File: src/rtl/puf_response_sequencer.sv
// rtl/puf_response_sequencer.sv - sequences one RO-race PUF subblock to build a multi-bit response
// Each bit: CLR (subblock reset) -> RUN (race) -> CAPTURE -> COOL; challenges from an 8-bit LFSR.
module puf_response_sequencer #(
   parameter int RESP_BITS  = 32,
   parameter int RST_CYCLES = 4,
   parameter int GAP_CYCLES = 2,
   parameter int TIMEOUT    = 16777216
) (
   input  logic                 clk,
   input  logic                 reset_n,
   input  logic                 start,
   input  logic [7:0]           seed,
   output logic                 busy,
   output logic [7:0]           puf_challenge,
   output logic                 puf_enable,
   output logic                 puf_reset,
   input  logic                 puf_out,
   input  logic                 puf_done,
   output logic [RESP_BITS-1:0] resp,
   output logic                 resp_valid,
   input  logic                 resp_ready,
   output logic                 timeout_err
);

   localparam int CMAX = (RST_CYCLES > GAP_CYCLES) ? RST_CYCLES : GAP_CYCLES;
   localparam int CW   = $clog2(CMAX + 1);
   localparam int WW   = $clog2(TIMEOUT + 1);
   localparam int BW   = $clog2(RESP_BITS + 1);

   typedef enum logic [2:0] {
      S_IDLE,
      S_CLR,
      S_RUN,
      S_CAPTURE,
      S_COOL,
      S_DONE
   } state_t;

   state_t        state;
   state_t        state_nxt;
   logic [7:0]    lfsr;
   logic [BW-1:0] bit_cnt;
   logic [WW-1:0] wait_cnt;
   logic [CW-1:0] cyc_cnt;
   logic          out_meta;
   logic          out_s;
   logic          done_meta;
   logic          done_s;
   logic          run_expired;

   assign puf_challenge = lfsr;
   assign run_expired   = (wait_cnt == WW'(TIMEOUT - 1));

   always_ff @(posedge clk or negedge reset_n) begin
      if (!reset_n) begin
         state <= S_IDLE;
      end else begin
         state <= state_nxt;
      end
   end

   always_comb begin
      state_nxt  = state;
      busy       = 1'b1;
      puf_enable = 1'b0;
      puf_reset  = 1'b1;
      resp_valid = 1'b0;
      case (state)
         S_IDLE: begin
            busy = 1'b0;
            if (start) state_nxt = S_CLR;
         end
         S_CLR: begin
            if (cyc_cnt == CW'(RST_CYCLES - 1)) state_nxt = S_RUN;
         end
         S_RUN: begin
            puf_reset  = 1'b0;
            puf_enable = 1'b1;
            // a completed race beats an expiring timeout on the same cycle
            if (done_s)           state_nxt = S_CAPTURE;
            else if (run_expired) state_nxt = S_DONE;
         end
         S_CAPTURE: begin
            puf_reset  = 1'b0;
            puf_enable = 1'b1;
            state_nxt  = S_COOL;
         end
         S_COOL: begin
            if (cyc_cnt == CW'(GAP_CYCLES - 1))
               state_nxt = (bit_cnt == BW'(RESP_BITS)) ? S_DONE : S_CLR;
         end
         S_DONE: begin
            resp_valid = 1'b1;
            if (resp_ready) state_nxt = S_IDLE;
         end
         default: state_nxt = S_IDLE;
      endcase
   end

   always_ff @(posedge clk or negedge reset_n) begin
      if (!reset_n) begin
         out_meta    <= 1'b0;
         out_s       <= 1'b0;
         done_meta   <= 1'b0;
         done_s      <= 1'b0;
         lfsr        <= 8'h00;
         bit_cnt     <= '0;
         wait_cnt    <= '0;
         cyc_cnt     <= '0;
         resp        <= '0;
         timeout_err <= 1'b0;
      end else begin
         out_meta  <= puf_out;
         out_s     <= out_meta;
         done_meta <= puf_done;
         done_s    <= done_meta;

         if (state_nxt != state)   cyc_cnt <= '0;
         else if (cyc_cnt != '1)   cyc_cnt <= cyc_cnt + CW'(1);

         if (state != S_RUN && state_nxt == S_RUN)     wait_cnt <= '0;
         else if (state == S_RUN && wait_cnt != '1)    wait_cnt <= wait_cnt + WW'(1);

         if (state == S_IDLE && start) begin
            lfsr        <= (seed == 8'h00) ? 8'h01 : seed;
            bit_cnt     <= '0;
            resp        <= '0;
            timeout_err <= 1'b0;
         end

         if (state == S_RUN && !done_s && run_expired) timeout_err <= 1'b1;

         if (state == S_CAPTURE) begin
            resp <= resp | (RESP_BITS'(out_s) << bit_cnt);
            if (bit_cnt != BW'(RESP_BITS)) bit_cnt <= bit_cnt + BW'(1);
            // x^8+x^6+x^5+x^4+1, never reaches zero from a nonzero state
            lfsr <= {lfsr[6:0], lfsr[7] ^ lfsr[5] ^ lfsr[4] ^ lfsr[3]};
         end
      end
   end

endmodule

File: config.mk
export PLATFORM = sky130hd
export DESIGN_NAME = puf_response_sequencer
export DESIGN_NICKNAME = d
export VERILOG_FILES = /design/src/rtl/puf_response_sequencer.sv
export SDC_FILE = /design/constraint.sdc
export NUM_CORES = 1
export LEC_CHECK = 0
export CORE_MARGIN = 2
export CORE_UTILIZATION = 54
export DETAILED_ROUTE_END_ITERATION = 8
export PLACE_DENSITY = 0.8
export SYNTH_ARGS = -nofsm -noshare
export SYNTH_HDL_FRONTEND = slang
export SYNTH_SLANG_ARGS = --single-unit
export TNS_END_PERCENT = 50
File: constraint.sdc
create_clock -name clk -period 2.3 [get_ports clk]
set_input_delay 0.345 -clock clk [delete_from_list [all_inputs] [get_ports clk]]
set_output_delay 0.345 -clock clk [all_outputs]
set_load 0.005 [all_outputs]
==> impl_metrics.env <==
export IMPL_status="complete, no violations"
export IMPL_drv_slew=0
export IMPL_grt_overflow=0
export IMPL_ios=59
export IMPL_drive_above_1_share=0.0720
export IMPL_dp_hpwl_um=6060
export IMPL_p_leak_nw=2.09
export IMPL_final_core_util=0.703
export IMPL_synth_area_leaders="dfrtp_1 (53%), nand2_1 (6.4%), o21ai_0 (5.0%), nand3_1 (2.7%), xor2_1 (2.5%)"
export IMPL_grt_pass1_vias=2961
export IMPL_post_drt_wl_per_cell_um=14.9
export IMPL_ant_nets=0
export IMPL_totalWireLength_um=8440
export IMPL_avgSynthCellArea_um2=9.54
export IMPL_clkSinkCount=82
export IMPL_die_area_um2=7870
export IMPL_clock_fmax_ghz=0.467
export IMPL_grt_pass1_wl_um=13900
export IMPL_met1_usage=0.324
export IMPL_critical_path_class="reg2out"
export IMPL_antenna_found_initial=0
export IMPL_yosys_area_top_type="dfrtp_1"
export IMPL_path_cells="buf_4, nor2b_2, and2_1, clkdlybuf4s50_1"
export IMPL_synth_edf_count=0
export IMPL_syn_cell_area_um2=3870
export IMPL_synth_top_cell_area_share=0.530
export IMPL_synth_ff_type="dfrtp_1"
export IMPL_fillers=520
export IMPL_die_w_um=88.7
export IMPL_met2_usage=0.349
export IMPL_cts_tree="done"
export IMPL_tightestPinTransition_ns=0.523
export IMPL_crit_path_end="resp_valid"
export IMPL_layout_nets=488
export IMPL_postCtsSetupRepairBufs=0
export IMPL_min_period_over_period=0.931
export IMPL_cap_viol_max_count=0
export IMPL_start_kind="register"
export IMPL_critPathSlowestCell="clkdlybuf4s50_1"
export IMPL_clock_skew_ns=0.00731
export IMPL_timing_rr_end="wait_cnt[17]"
export IMPL_startpoint="state[0]"
export IMPL_vias_per_cell=5.74
export IMPL_diodes=0
export IMPL_grt_use_met3=0.0429
export IMPL_setup_ws_ns=0.159
export IMPL_syn_instance_count=406
export IMPL_worst_path_buf_inv=2
export IMPL_crit_family="buffers and inverters"
export IMPL_cts_buffers=9
export IMPL_period_needed_ns=2.14
export IMPL_tns_ns=0
export IMPL_reg2reg_setup_slack_ns=0.27
export IMPL_initial_core_util=0.564
export IMPL_areaGrowthSynthToFinish_pct=24.7
export IMPL_syn_num_nets=427
export IMPL_yosys_cell_types_count=41
export IMPL_worstPathArrival_ns=1.80
export IMPL_drc_errors=0
export IMPL_reg2regPathDepth=7
export IMPL_cp_data_required_time_ns=1.96
export IMPL_rsz0062_at_grt="no"
export IMPL_crit_fanout=13
export IMPL_yosysSeqAreaShare=0.530
export IMPL_clk_pin_slew_ns=0.09
export IMPL_powerDensity_nw_per_um2=842
export IMPL_core_um2=6870
export IMPL_dr_first_iter_drc_count=190
export IMPL_clockBufferDepth=2
export IMPL_ir_drop_mv=0.630
export IMPL_post_place_ws_ns=0.293
export IMPL_port_buffers=58
export IMPL_cpPeakStageDelay_ns=0.52
export IMPL_drt_first_pass_iters=5
export IMPL_grt_max_degree=50
export IMPL_hold_path_depth=0
export IMPL_cts_max_level=3
export IMPL_via_count=3258
export IMPL_die_h_um=88.7
export IMPL_grt_busiest_layer="met2"
export IMPL_root_buffer="clkbuf_8"
export IMPL_critPathCaptureType="primary output"
export IMPL_reg2reg_from="wait_cnt[0]"
export IMPL_ys_seq_elements=82
export IMPL_grt_usage=0.229
export IMPL_path_depth=4
export IMPL_hold_class="reg2reg"
export IMPL_total_power_mw=4.07
export IMPL_ys_warn_count=0
export IMPL_clkLatencyLatePin_ns=0.36
export IMPL_min_from="out_meta"
export IMPL_setup_viol=0
export IMPL_row_count=30
export IMPL_finalHoldViolCount=0
export IMPL_gp_congestion=0.868
export IMPL_async_reset_ff_frac=1.00
export IMPL_max_slew_margin=0.650
## per-layer routing
layer,vias up,wire length (µm)
met1,1579,3970
met4,0,165
met3,16,395
met5,-,0
li1,1571,-
met2,92,3910
## where the power goes
part	total, mW	internal (mW)	switching [mW]	leakage, nW
Clock	1.17	0.620	0.552	0.110
Sequential	1.73	1.59	0.141	1.11
Combinational	1.16	0.527	0.636	0.862
Total	4.07	2.74	1.33	2.09
## worst min path at each step
stage                              end
after floorplan             bit_cnt[0]
after global placement    wait_cnt[15]
after detailed placement  wait_cnt[15]
after CTS                       done_s
after global routing             out_s
final                            out_s
## flip-flops by register name, summed over array words and instances (netlist names)
| register | flops |
|---|---|
| puf_challenge | 8 |
| out_meta | 1 |
| out_s | 1 |
| cyc_cnt | 3 |
| done_s | 1 |
| bit_cnt | 6 |
| resp | 32 |
| timeout_err | 1 |
| done_meta | 1 |
| wait_cnt | 25 |
| state | 3 |
## cells in the final DEF, fill, tap and decap left out, drive strengths merged, types with 6 or more instances in the layout
master         instances
o31ai                  7
nor2                  26
and4                   6
clkdlybuf4s50         57
o21ai                 41
xor2                  11
nand2b                 8
inv                   12
nand2                 66
a21oi                 10
nor3                  10
dfrtp                 82
nand4                 12
a22oi                  8
buf                   12
ha                     7
or3                    8
nand3                 21
o211ai                 8
clkbuf                 9
or4                    7
## synthesized netlist by cell type (all sizes together) (10+ instances only)
library cell / instances
inv: 11
dfrtp: 82
nand2: 66
a21oi: 10
nor3: 10
clkbuf: 18
xor2: 11
nor2: 26
nand3: 21
o21ai: 41
nand4: 12
## per-stage QoR
stage	instances	hold WS [ns]	instance area (µm²)
floorplan	406	0.0494	3870
global placement	551	0.315	4590
detailed placement	551	0.323	4590
CTS	568	0.361	4820
global route	568	0.374	4830
finish	568	0.358	4830
## layout make-up
class	count	area, µm²	share of cell area
clock buffer	9	124	0.0257
timing repair buffer	70	683	0.142
sequential	82	2050	0.425
clock inverter	7	103	0.0213
tap	96	120	0.0249
multi-input combinational	293	1700	0.353
inverter	11	41.3	0.00855
## kinds of logic after synthesis
| logic type | count (synthesis) | share of synthesized area |
|---|---|---|
| simple gates | 181 | 0.233 |
| xor+xnor | 14 | 0.0317 |
| mux | 5 | 0.0129 |
| compound gates | 86 | 0.139 |
| flops | 82 | 0.530 |
| buf+inv | 31 | 0.0307 |
| fa+ha+maj | 7 | 0.0226 |
## what timing repair did
| item | CTS | global route |
|---|---|---|
| endpoints found under the setup margin | 0 | 1 |
| endpoints found under the hold margin | 33 | 0 |
| resized for setup | 0 | 1 |
| hold buffers | 1 | 0 |
Power figures use the tool's default switching activity.
